<file path="src/rtl/uart_prog_loader_if.sv">
// Byte-in / word-write-out bundle between UART_rx, the program loader and the
// on-chip memories. "master" is the side that feeds bytes and watches the
// write port (UART_rx plus memory/core), "slave" is the loader itself.
interface uart_prog_loader_if #(
    parameter int ADDR_W      = 14,
    parameter int WORD_BYTES  = 2,
    parameter int NUM_TARGETS = 2
);
    logic [7:0]              rx_data;
    logic                    rdy;
    logic                    clr_rdy;
    logic                    we;
    logic [NUM_TARGETS-1:0]  wsel;
    logic [ADDR_W-1:0]       waddr;
    logic [8*WORD_BYTES-1:0] wdata;
    logic                    busy;
    logic                    go;
    logic [2:0]              err;

    modport master (
        output rx_data, rdy,
        input  clr_rdy, we, wsel, waddr, wdata, busy, go, err
    );

    modport slave (
        input  rx_data, rdy,
        output clr_rdy, we, wsel, waddr, wdata, busy, go, err
    );
endinterface

</file>
<file path="src/rtl/uart_prog_loader.sv">
// Packet-based program/data loader.
// Frame: SYNC, target, address (little-endian, ceil(ADDR_W/8) bytes),
// word count (2 bytes LE), payload (count*WORD_BYTES bytes LE), and a
// trailing checksum byte when LOADER_CKSUM_EN is defined.
// A frame with word count 0 is a GO frame: it raises the sticky run enable.
// err = {checksum, timeout, bad_target}, cleared by each SYNC.
module uart_prog_loader #(
    parameter int         ADDR_W         = 14,
    parameter int         WORD_BYTES     = 2,
    parameter int         ADDR_STEP      = 2,
    parameter int         NUM_TARGETS    = 2,
    parameter logic [7:0] SYNC_BYTE      = 8'hA5,
    parameter int         TIMEOUT_CYCLES = 50000
) (
    input logic               clk,
    input logic               rst_n,
    uart_prog_loader_if.slave bus
);
    localparam int ADDR_BYTES = (ADDR_W + 7) / 8;
    localparam int WORD_BITS  = 8 * WORD_BYTES;
    localparam int TMO_W      = (TIMEOUT_CYCLES > 1) ? $clog2(TIMEOUT_CYCLES + 1) : 1;

    typedef enum logic [2:0] {
        ST_IDLE  = 3'd0,
        ST_TGT   = 3'd1,
        ST_ADDR  = 3'd2,
        ST_LEN   = 3'd3,
        ST_DATA  = 3'd4,
        ST_CKSUM = 3'd5
    } state_e;

    // State entered after the last length/payload byte.
`ifdef LOADER_CKSUM_EN
    localparam state_e ST_TAIL = ST_CKSUM;
`else
    localparam state_e ST_TAIL = ST_IDLE;
`endif

    function automatic logic [NUM_TARGETS-1:0] onehot_f(input logic [7:0] tgt);
        onehot_f = {{(NUM_TARGETS-1){1'b0}}, 1'b1} << tgt;
    endfunction

    function automatic logic [7:0] sum8_f(input logic [7:0] a, input logic [7:0] b);
        sum8_f = a + b;
    endfunction

    state_e                  state_q, state_d;
    logic                    clr_rdy_q, clr_rdy_d;
    logic                    we_q, we_d;
    logic [NUM_TARGETS-1:0]  wsel_q, wsel_d;
    logic [ADDR_W-1:0]       waddr_q, waddr_d;
    logic [WORD_BITS-1:0]    wdata_q, wdata_d;
    logic                    busy_q, busy_d;
    logic                    go_q, go_d;
    logic [2:0]              err_q, err_d;
    logic [7:0]              tgt_q, tgt_d;
    logic [7:0]              idx_q, idx_d;
    logic [ADDR_W-1:0]       hdr_q, hdr_d;
    logic [7:0]              len_lo_q, len_lo_d;
    logic [15:0]             words_q, words_d;
    logic [WORD_BITS-1:0]    word_q, word_d;
    logic [TMO_W-1:0]        tmo_q, tmo_d;
`ifdef LOADER_CKSUM_EN
    logic [7:0]              sum_q, sum_d;
    logic                    is_go_q, is_go_d;
`endif

    logic                    acc_s;
    logic                    tmo_hit_s;
    logic                    addr_last_s;
    logic                    len_last_s;
    logic                    word_last_s;
    logic                    words_last_s;
    logic [ADDR_W-1:0]       addr_new_s;
    logic [15:0]             len_new_s;
    logic [WORD_BITS-1:0]    word_new_s;

    // The clr_rdy pulse masks rdy for one cycle, so each byte is taken once.
    assign acc_s        = bus.rdy & ~clr_rdy_q;
    assign tmo_hit_s    = (TIMEOUT_CYCLES != 0) && (tmo_q == TMO_W'(TIMEOUT_CYCLES)) && !acc_s;
    assign addr_last_s  = (idx_q == 8'(ADDR_BYTES - 1));
    assign len_last_s   = (idx_q == 8'd1);
    assign word_last_s  = (idx_q == 8'(WORD_BYTES - 1));
    assign words_last_s = (words_q == 16'd1);
    // Little-endian assembly; address bits beyond ADDR_W fall off the shift.
    assign addr_new_s   = hdr_q | (ADDR_W'(bus.rx_data) << {idx_q, 3'b000});
    assign len_new_s    = {bus.rx_data, len_lo_q};
    assign word_new_s   = word_q | (WORD_BITS'(bus.rx_data) << {idx_q, 3'b000});

    // FSM state register.
    always_ff @(posedge clk or negedge rst_n) begin
        if (!rst_n) begin
            state_q <= ST_IDLE;
        end else begin
            state_q <= state_d;
        end
    end

    // FSM next state: advance on accepted bytes, timeout aborts to IDLE.
    always_comb begin
        state_d = state_q;
        if (tmo_hit_s) begin
            state_d = ST_IDLE;
        end else if (acc_s) begin
            case (state_q)
                ST_IDLE: begin
                    if (!go_q && (bus.rx_data == SYNC_BYTE)) begin
                        state_d = ST_TGT;
                    end else begin
                        state_d = ST_IDLE;
                    end
                end
                ST_TGT:  state_d = ST_ADDR;
                ST_ADDR: begin
                    if (addr_last_s) begin
                        state_d = ST_LEN;
                    end else begin
                        state_d = ST_ADDR;
                    end
                end
                ST_LEN: begin
                    if (len_last_s) begin
                        state_d = (len_new_s == 16'd0) ? ST_TAIL : ST_DATA;
                    end else begin
                        state_d = ST_LEN;
                    end
                end
                ST_DATA: begin
                    if (word_last_s && words_last_s) begin
                        state_d = ST_TAIL;
                    end else begin
                        state_d = ST_DATA;
                    end
                end
`ifdef LOADER_CKSUM_EN
                ST_CKSUM: state_d = ST_IDLE;
`endif
                default: state_d = ST_IDLE;
            endcase
        end else begin
            state_d = state_q;
        end
    end

    // FSM outputs and datapath next values (all outputs are registered).
    always_comb begin
        clr_rdy_d = acc_s;
        we_d      = 1'b0;
        wsel_d    = {NUM_TARGETS{1'b0}};
        waddr_d   = we_q ? (waddr_q + ADDR_W'(ADDR_STEP)) : waddr_q;
        wdata_d   = wdata_q;
        busy_d    = (state_d != ST_IDLE);
        go_d      = go_q;
        err_d     = err_q;
        tgt_d     = tgt_q;
        idx_d     = idx_q;
        hdr_d     = hdr_q;
        len_lo_d  = len_lo_q;
        words_d   = words_q;
        word_d    = word_q;
`ifdef LOADER_CKSUM_EN
        sum_d     = (acc_s && (state_q != ST_IDLE)) ? sum8_f(sum_q, bus.rx_data) : sum_q;
        is_go_d   = is_go_q;
`endif

        // Timeout counter: cleared by any accepted byte, runs while busy.
        if (acc_s || tmo_hit_s) begin
            tmo_d = {TMO_W{1'b0}};
        end else if ((state_q != ST_IDLE) && (TIMEOUT_CYCLES != 0)) begin
            tmo_d = tmo_q + {{(TMO_W-1){1'b0}}, 1'b1};
        end else begin
            tmo_d = {TMO_W{1'b0}};
        end

        if (tmo_hit_s) begin
            err_d[1] = 1'b1;
            idx_d    = 8'd0;
            word_d   = {WORD_BITS{1'b0}};
        end else if (acc_s) begin
            case (state_q)
                ST_IDLE: begin
                    if (!go_q && (bus.rx_data == SYNC_BYTE)) begin
                        err_d  = 3'b000;
                        idx_d  = 8'd0;
                        hdr_d  = {ADDR_W{1'b0}};
                        word_d = {WORD_BITS{1'b0}};
`ifdef LOADER_CKSUM_EN
                        sum_d   = 8'd0;
                        is_go_d = 1'b0;
`endif
                    end else begin
                        err_d = err_q;
                    end
                end
                ST_TGT: begin
                    tgt_d = bus.rx_data;
                    if (int'(bus.rx_data) >= NUM_TARGETS) begin
                        err_d[0] = 1'b1;
                    end else begin
                        err_d[0] = err_q[0];
                    end
                end
                ST_ADDR: begin
                    if (addr_last_s) begin
                        idx_d   = 8'd0;
                        waddr_d = addr_new_s;
                    end else begin
                        idx_d = idx_q + 8'd1;
                        hdr_d = addr_new_s;
                    end
                end
                ST_LEN: begin
                    if (len_last_s) begin
                        idx_d   = 8'd0;
                        words_d = len_new_s;
                        if (len_new_s == 16'd0) begin
`ifdef LOADER_CKSUM_EN
                            is_go_d = 1'b1;
`else
                            go_d = !err_q[0];
`endif
                        end else begin
                            go_d = go_q;
                        end
                    end else begin
                        idx_d    = idx_q + 8'd1;
                        len_lo_d = bus.rx_data;
                    end
                end
                ST_DATA: begin
                    if (word_last_s) begin
                        idx_d   = 8'd0;
                        word_d  = {WORD_BITS{1'b0}};
                        words_d = words_q - 16'd1;
                        if (!err_q[0]) begin
                            we_d    = 1'b1;
                            wsel_d  = onehot_f(tgt_q);
                            wdata_d = word_new_s;
                        end else begin
                            we_d = 1'b0;
                        end
                    end else begin
                        idx_d  = idx_q + 8'd1;
                        word_d = word_new_s;
                    end
                end
`ifdef LOADER_CKSUM_EN
                ST_CKSUM: begin
                    if (sum8_f(sum_q, bus.rx_data) != 8'd0) begin
                        err_d[2] = 1'b1;
                    end else if (is_go_q && !err_q[0]) begin
                        go_d = 1'b1;
                    end else begin
                        go_d = go_q;
                    end
                end
`endif
                default: begin
                    idx_d = 8'd0;
                end
            endcase
        end else begin
            idx_d = idx_q;
        end
    end

    // Output and datapath registers.
    always_ff @(posedge clk or negedge rst_n) begin
        if (!rst_n) begin
            clr_rdy_q <= 1'b0;
            we_q      <= 1'b0;
            wsel_q    <= {NUM_TARGETS{1'b0}};
            waddr_q   <= {ADDR_W{1'b0}};
            wdata_q   <= {WORD_BITS{1'b0}};
            busy_q    <= 1'b0;
            go_q      <= 1'b0;
            err_q     <= 3'b000;
            tgt_q     <= 8'd0;
            idx_q     <= 8'd0;
            hdr_q     <= {ADDR_W{1'b0}};
            len_lo_q  <= 8'd0;
            words_q   <= 16'd0;
            word_q    <= {WORD_BITS{1'b0}};
            tmo_q     <= {TMO_W{1'b0}};
`ifdef LOADER_CKSUM_EN
            sum_q     <= 8'd0;
            is_go_q   <= 1'b0;
`endif
        end else begin
            clr_rdy_q <= clr_rdy_d;
            we_q      <= we_d;
            wsel_q    <= wsel_d;
            waddr_q   <= waddr_d;
            wdata_q   <= wdata_d;
            busy_q    <= busy_d;
            go_q      <= go_d;
            err_q     <= err_d;
            tgt_q     <= tgt_d;
            idx_q     <= idx_d;
            hdr_q     <= hdr_d;
            len_lo_q  <= len_lo_d;
            words_q   <= words_d;
            word_q    <= word_d;
            tmo_q     <= tmo_d;
`ifdef LOADER_CKSUM_EN
            sum_q     <= sum_d;
            is_go_q   <= is_go_d;
`endif
        end
    end

    assign bus.clr_rdy = clr_rdy_q;
    assign bus.we      = we_q;
    assign bus.wsel    = wsel_q;
    assign bus.waddr   = waddr_q;
    assign bus.wdata   = wdata_q;
    assign bus.busy    = busy_q;
    assign bus.go      = go_q;
    assign bus.err     = err_q;
endmodule

</file>
<file path="src/flat_wrapper.sv">
// flat-port wrapper written by rule: the top's interface ports become plain ports
module uart_prog_loader_flat 
#(
    parameter int         ADDR_W         = 14,
    parameter int         WORD_BYTES     = 2,
    parameter int         ADDR_STEP      = 2,
    parameter int         NUM_TARGETS    = 2,
    parameter logic [7:0] SYNC_BYTE      = 8'hA5,
    parameter int         TIMEOUT_CYCLES = 50000
)
  (clk, rst_n, bus_rx_data, bus_rdy, bus_clr_rdy, bus_we, bus_wsel, bus_waddr, bus_wdata, bus_busy, bus_go, bus_err);
  uart_prog_loader_if #(.ADDR_W(ADDR_W), .WORD_BYTES(WORD_BYTES), .NUM_TARGETS(NUM_TARGETS)) bus_i ();
  input logic clk;
  input logic rst_n;
  input wire logic [$bits(bus_i.rx_data)-1:0] bus_rx_data;
  input wire logic [$bits(bus_i.rdy)-1:0] bus_rdy;
  output wire logic [$bits(bus_i.clr_rdy)-1:0] bus_clr_rdy;
  output wire logic [$bits(bus_i.we)-1:0] bus_we;
  output wire logic [$bits(bus_i.wsel)-1:0] bus_wsel;
  output wire logic [$bits(bus_i.waddr)-1:0] bus_waddr;
  output wire logic [$bits(bus_i.wdata)-1:0] bus_wdata;
  output wire logic [$bits(bus_i.busy)-1:0] bus_busy;
  output wire logic [$bits(bus_i.go)-1:0] bus_go;
  output wire logic [$bits(bus_i.err)-1:0] bus_err;
  assign bus_i.rx_data = bus_rx_data;
  assign bus_i.rdy = bus_rdy;
  assign bus_clr_rdy = bus_i.clr_rdy;
  assign bus_we = bus_i.we;
  assign bus_wsel = bus_i.wsel;
  assign bus_waddr = bus_i.waddr;
  assign bus_wdata = bus_i.wdata;
  assign bus_busy = bus_i.busy;
  assign bus_go = bus_i.go;
  assign bus_err = bus_i.err;
  uart_prog_loader #(.ADDR_W(ADDR_W), .WORD_BYTES(WORD_BYTES), .ADDR_STEP(ADDR_STEP), .NUM_TARGETS(NUM_TARGETS), .SYNC_BYTE(SYNC_BYTE), .TIMEOUT_CYCLES(TIMEOUT_CYCLES)) u_core (.clk(clk), .rst_n(rst_n), .bus(bus_i));
endmodule
</file>
<file path="config.mk">
export PLATFORM = sky130hd
export DESIGN_NAME = uart_prog_loader_flat
export DESIGN_NICKNAME = d
export VERILOG_FILES = /design/src/rtl/uart_prog_loader_if.sv /design/src/rtl/uart_prog_loader.sv /design/src/flat_wrapper.sv
export SDC_FILE = /design/constraint.sdc
export NUM_CORES = 1
export LEC_CHECK = 0
export CELL_PAD_IN_SITES_DETAIL_PLACEMENT = 1
export CELL_PAD_IN_SITES_GLOBAL_PLACEMENT = 2
export CORE_MARGIN = 4
export CORE_UTILIZATION = 39
export CTS_BUF_LIST = sky130_fd_sc_hd__clkbuf_4 sky130_fd_sc_hd__clkbuf_8
export DETAILED_ROUTE_END_ITERATION = 6
export PLACE_DENSITY = 0.78
export SKIP_LAST_GASP = 1
export SYNTH_ARGS = -nofsm -noshare
export SYNTH_HDL_FRONTEND = slang
export SYNTH_SLANG_ARGS = --single-unit
</file>
<file path="constraint.sdc">
create_clock -name clk -period 2.43 [get_ports clk]
set_input_delay 0.729 -clock clk [delete_from_list [all_inputs] [get_ports clk]]
set_output_delay 0.729 -clock clk [all_outputs]
set_load 0.03 [all_outputs]
</file>
== Yosys cells after proc, flatten, opt, wreduce, memory -nomap -nowiden ==
Cells that the tools add are included.

* Add/sub/neg operators: 4
* Order comparisons: 1
* Equality and inequality tests: 15
* Shifts and indexed selects: 3
* Muxes and demuxes: 47
* Bitwise operators: 7
* Reduce and logical (&&, ||, !) cells: 29

{| class="wikitable"
|+ Operators by type and width
! operator !! number
|-
| $mux 16 || 8
|-
| $mux 14 || 7
|-
| $pmux 16 s2 || 2
|-
| $mux 8 || 4
|-
| $pmux 14 s2 || 1
|-
| $reduce_and 5->1 || 5
|-
| $pmux 8 s3 || 1
|-
| $add 16x1->16 const B || 1
|-
| $eq 16x1->1 const B || 1
|-
| $eq 16x16->1 const B || 1
|-
| $logic_not 16->1 || 1
|-
| $or 16x16->16 || 1
|-
| $shl 8x11->16 || 1
|-
| $sub 16x1->16 const B || 1
|-
| $mux 3 || 5
|-
| $pmux 3 s5 || 1
|-
| $add 14x2->14 const B || 1
|-
| $mux 2 || 7
|-
| $or 14x14->14 || 1
|-
| $shl 8x11->14 || 1
|-
| $reduce_and 3->1 || 4
|-
| $reduce_bool 2->1 || 6
|-
| $mux 1 || 10
|-
| $ne 2x1->1 const B || 5
|-
| 20 further kinds || 30
|}

* Register bits after elaboration: 127
* Output and inout bits: 39
* Word-level logic and storage cells: 123

== Depth between registers and ports, before layout ==
* Depth in word-level cells: 7
* Depth in mapped cells: 9

== Worst setup path before layout ==
No wires, ideal clock.

* Path kind: input-to-reg
* Start point: input bus_rx_data[6]
* End point: register u_core.busy_q (netlist: u_core.bus.busy)
* Setup time: 0.149 ns
* Arrival: 2.214 ns
* Data required time: 2.281 ns
* Setup slack: 0.067 ns
* Stages on the path: 6
* Path buffers: 1
* Path through: buf_2 or4_4 nor4_1 nand4_1 a41oi_1 o2111ai_1

* Longest elaborated chain between the ends: 7
* Elaborated cells on any way between the ends: 10
* Classes of those cells: eq/ne: 1; mux: 6; reduce/logical: 3

{| class="wikitable"
|+ RTL lines
! item !! RTL line !! source
|-
| start: declaration || flat_wrapper.sv:15 || <nowiki>input wire logic [$bits(bus_i.rx_data)-1:0] bus_rx_data;</nowiki>
|-
| $logic_not 16->1 or $eq 8x8->1 (tied branches) || uart_prog_loader.sv:123, uart_prog_loader.sv:107 ||
|-
| $mux 3 or $logic_and 1x1->1 (tied branches) || uart_prog_loader.sv:123, uart_prog_loader.sv:107 ||
|-
| $mux 3 or $mux 1 (tied branches) || uart_prog_loader.sv:122, uart_prog_loader.sv:107 ||
|-
| $pmux 3 s5 (*) || uart_prog_loader.sv:105 || <nowiki>case (state_q)</nowiki>
|-
| $mux 3 (*) || uart_prog_loader.sv:104 || <nowiki>end else if (acc_s) begin</nowiki>
|-
| $mux 3 (*) || uart_prog_loader.sv:102 || <nowiki>if (tmo_hit_s) begin</nowiki>
|-
| $reduce_bool 3->1 (*) || uart_prog_loader.sv:152 || <nowiki>busy_d = (state_d != ST_IDLE);</nowiki>
|-
| net u_core.busy_d || uart_prog_loader.sv:53 || <nowiki>logic busy_q, busy_d;</nowiki>
|-
| end signal: assignment || uart_prog_loader.sv:295 || <nowiki>busy_q <= busy_d;</nowiki>
|-
| end: declaration || uart_prog_loader.sv:53 ||
|}

Mark *: on every way through the listed nets, which the timed path passes. The rest lies on a longest branch.
A chain may end at the register's enable or synchronous reset.

== Final worst setup path ==
* Start point: input bus_rx_data[6]
* End point: register u_core.idx_q[0]

* Longest elaborated chain between the ends: 4

{| class="wikitable"
|+ RTL lines
! item !! RTL line !! source
|-
| $eq 8x8->1 || uart_prog_loader.sv:182 || <nowiki>if (!go_q && (bus.rx_data == SYNC_BYTE)) begin</nowiki>
|-
| $logic_and 1x1->1 || uart_prog_loader.sv:182 ||
|-
| $ne 3x1->1 (no line) || n/a ||
|-
| $reduce_and 3->1 (no line) || n/a ||
|-
| end signal: assignment || uart_prog_loader.sv:299 || <nowiki>idx_q <= idx_d;</nowiki>
|-
| end: declaration || uart_prog_loader.sv:57 || <nowiki>logic [7:0] idx_q, idx_d;</nowiki>
|}

Every way passes these cells.

==> impl_results.md <==
* Initial Util at about two fifths
* Setup Buffers After CTS at 0
* Port Buf Inserts at 48
* Layout cell share with drive strength beyond 1 at between 20% and 30%
* Syn Std Cell Area at between 6000 and 7000 um2
* Drt initial violations at between 300 and 400
* RSZ-0062 raised after global routing: true
* Vias in the first global route at between 5000 and 6000
* Skew final at between 0.01 and 0.015 ns
* Final period utilization at 100.2%
* Cells after DPL at around 910
* Min cycle time layout at 2.435 ns
* Synth warn at 0
* Top area cells in the synthesized netlist: dfrtp_1 50%, a21oi_1 4.2%, nor2_1 3.7%
* Setup Viol. Count Final at 1
* Synth Area in Adders at about 1.4%
* Final Wtd Congestion at between 0.8 and 0.9
* Synth top area share at a little over 50%
* FP Rows at 46
* Worst vdd ir at about 270 uV
* CTS tree: done
* CTS root buf: clkbuf_8
* Via count at slightly above 5000
* Total GRT Usage at 19.54%
* PnR worst setup slack at -0.004624 ns
* Io pins at 50
* Initial antenna violation count at 0
* Worst Hold Class: in -> async
* Status: finished with violations
* Post-Syn Area per Cell at a little over 10 um2
* Crit-path most repeated cell: buf_4
* Routed WL at around 17000 um
* Cell taking the most area after synthesis: dfrtp_1
* WL/cell at about 18 um
* Fmax at around 400 MHz
* Max-cap violations at 0
* Post-Layout Cell Count at roughly 940
* Post-synth top flop: dfrtp_1
* Post-synthesis simple-gate area fraction at 19.64%
* Post-DRT Antenna Nets at 0
* Critical path class: in -> reg
* Slowest cell on crit path: or4_4
* Post-synth net total at ~630
* DRC violations left at 0
* # clock sinks at about 130
* Failing checks: negative setup slack
* Router iterations before antenna repair at 6
* CTS H-tree lvls at 4
* Sequential area share after synthesis at ~50%
* Unique masters post-synth at 75
* Max-slew violations at 0
* Setup TNS at -0.004624 ns
* Core ar. at between 15000 and 20000 um2
* Max Root-Sink Buffers at 2
* Die span in x at about 140 um
* CP Cell Sequence: clkdlybuf4s50_1 > or4_4 > nor4_2 > buf_4 > o22ai_2 > buf_4 > nand2_1 > o21ai_0
* Clock Latency Late Sink at approximately 0.44 ns
* CP required at 2.74 ns
* Area post-placement at 7433 um2
* Nets at 727
* Final Cell Area at just under 8000 um2
* Synth-to-Final Area Change at 25.42%
* DPL Wire Length at approximately 12000 um
* Critical Path End Type: register
* Die Height at about 140 um
* Overall die area at approximately 18000 um2
* Num CTS Buffers at 17
* FFs w/ async S/R, synth at between 90% and 100%
* Synth cell count leaders: 127 x dfrtp_1, 62 x nor2_1, 53 x a21oi_1
* Vias per cell at 5.494
* Main combinational cell family by area after synthesis: simple AND/OR/NAND/NOR gates
* Largest incremental delay on the critical path at 0.60 ns
* Cell count after synthesis at around 620
* Critical path peak fanout at 8
* Inserted Diodes at 0
* CP startpoint kind: input port
* #FFs+latches synth at ~130
* Final Hold Fails at 0
* First-pass GRT wire length at approximately 28000 um
* Mux cell area share after synthesis at between 3 and 4%
* Most frequent cell after synthesis: dfrtp_1
* GRT overflow at 0
* Critical Path AT at 2.75 ns
* XOR/XNOR Fraction of Synth Area at between 3 and 4%
* Compound-gate portion of the synthesized area at between 15 and 20%
* Cell area power density at about 560 nW/um2
* EDFF count, synth at 0
* Pin count of the biggest net entering global routing at 41
* Clock transition at path regs at about 0.070 ns
* Pleak at ~3.5 nW
-- per-stage QoR --
step / utilization (%) / power, mW / hold WS (ns) / setup slack, ns
5_1_grt: 49.88 / 4.567 / 0.2351 / -0.04414
2_1_floorplan: - / 2.270 / 0.4257 / 0.06738
6_report: 49.88 / 4.398 / 0.2192 / -0.004624
3_5_place_dp: 46.96 / 2.427 / 0.4698 / -0.5113
4_1_cts: 49.80 / 4.451 / 0.2073 / 0.01660
3_3_place_gp: 46.96 / 2.420 / 0.4478 / -0.4543
-- per-layer routing --
layer | vias up | share of wire (%) | global-route usage, % | wire length (um)
met3 | 20 | 2.9 | 3.130 | 495
met2 | 81 | 50 | 33.57 | 8618
met4 | 0 | 1.4 | 6.439 | 236
met5 | - | 0 | 0 | 0
met1 | 2603 | 45 | 25.29 | 7758
li1 | 2449 | - | - | -
-- cell type report --
| cell class | instances | area, um2 |
|---|---|---|
| Sequential cell | 127 | 3178 |
| Tap cell | 216 | 270.3 |
| Clock inverter | 8 | 126.4 |
| Multi-Input combinational cell | 439 | 2913 |
| Inverter | 12 | 45.04 |
| Fill cell | 1747 | 7933 |
| Timing Repair Buffer | 112 | 1045 |
| Clock buffer | 24 | 317.8 |
-- worst max-delay path, delay by kind of cell --
family / cells / cell delay (ns)
AOI/OAI and AO/OA: 2 / 0.20
buffers and inverters: 3 / 0.85
and+or+nand+nor: 3 / 0.96
-- report_power, final --
part / internal (mW) / total (mW) / switching [mW]
registers: 2.13 / 2.14 / 0.0133
logic: 0.0911 / 0.239 / 0.148
clock network: 1.18 / 2.01 / 0.838
total: 3.40 / 4.40 / 0.999
-- registers in the layout, summed over array words and instances, names as in the netlist --
name	count
u_core.bus.busy	1
u_core.bus.clr_rdy	1
u_core.bus.err	2
u_core.bus.go	1
u_core.bus.waddr	14
u_core.bus.wdata	16
u_core.bus.we	1
u_core.bus.wsel	2
u_core.hdr_q	14
u_core.idx_q	8
u_core.len_lo_q	8
u_core.state_q	3
u_core.tgt_q	8
u_core.tmo_q	16
u_core.word_q	16
u_core.words_q	16
-- layout by cell type, fill, tap and decap left out, types with 7 or more instances in the layout --
cell               n
nand4_1           16
nand3_1           21
nor2_1            61
o21ai_0           32
ha_1               7
dfrtp_1          127
a21oi_1           53
mux2_2            16
mux2i_1            7
xnor2_1           11
a32o_1             9
xor2_1            15
buf_12             7
a31oi_1           21
o31ai_1            7
nor3_1            10
nand2_1           49
inv_1             11
a211oi_1          14
buf_4             58
clkbuf_8          22
clkdlybuf4s50_1   46
-- kinds of logic (layout without fill, tap and decap cells) --
logic type | count (synthesis) | in the layout
adders and majority gates | 7 | 7
buffers and inverters | 49 | 156
AOI/OAI and AO/OA | 164 | 164
and+or+nand+nor | 218 | 218
other | 1 | 1
xor gates and xnor gates | 26 | 26
muxes | 23 | 23
DFF | 127 | 127
-- path summary, 6_finish.rpt --
path	depth (start not counted)	slack (ns)	to	startpoint
max	8	-0.005	u_core.idx_q[0]	bus_rx_data[6]
min	1	0.22	u_core.bus.waddr[3]	rst_n
max in group asynchronous	2	1.62	u_core.word_q[3]	rst_n
min reg2reg	1	0.47	u_core.bus.wsel[0]	u_core.tgt_q[0]
max reg2reg	7	0.14	u_core.bus.waddr[6]	u_core.idx_q[1]
min in group clk	1	0.47	u_core.bus.wsel[0]	u_core.tgt_q[0]
-- repair_timing --
| action | 4_1_cts | 5_1_grt |
|---|---|---|
| gates resized for setup | 2 | 2 |
| hold buffers | 0 | 0 |
| pin swaps | 0 | 3 |
| endpoints found under the setup margin | 26 | 26 |
Note: power is estimated with default switching activity, not from simulation.
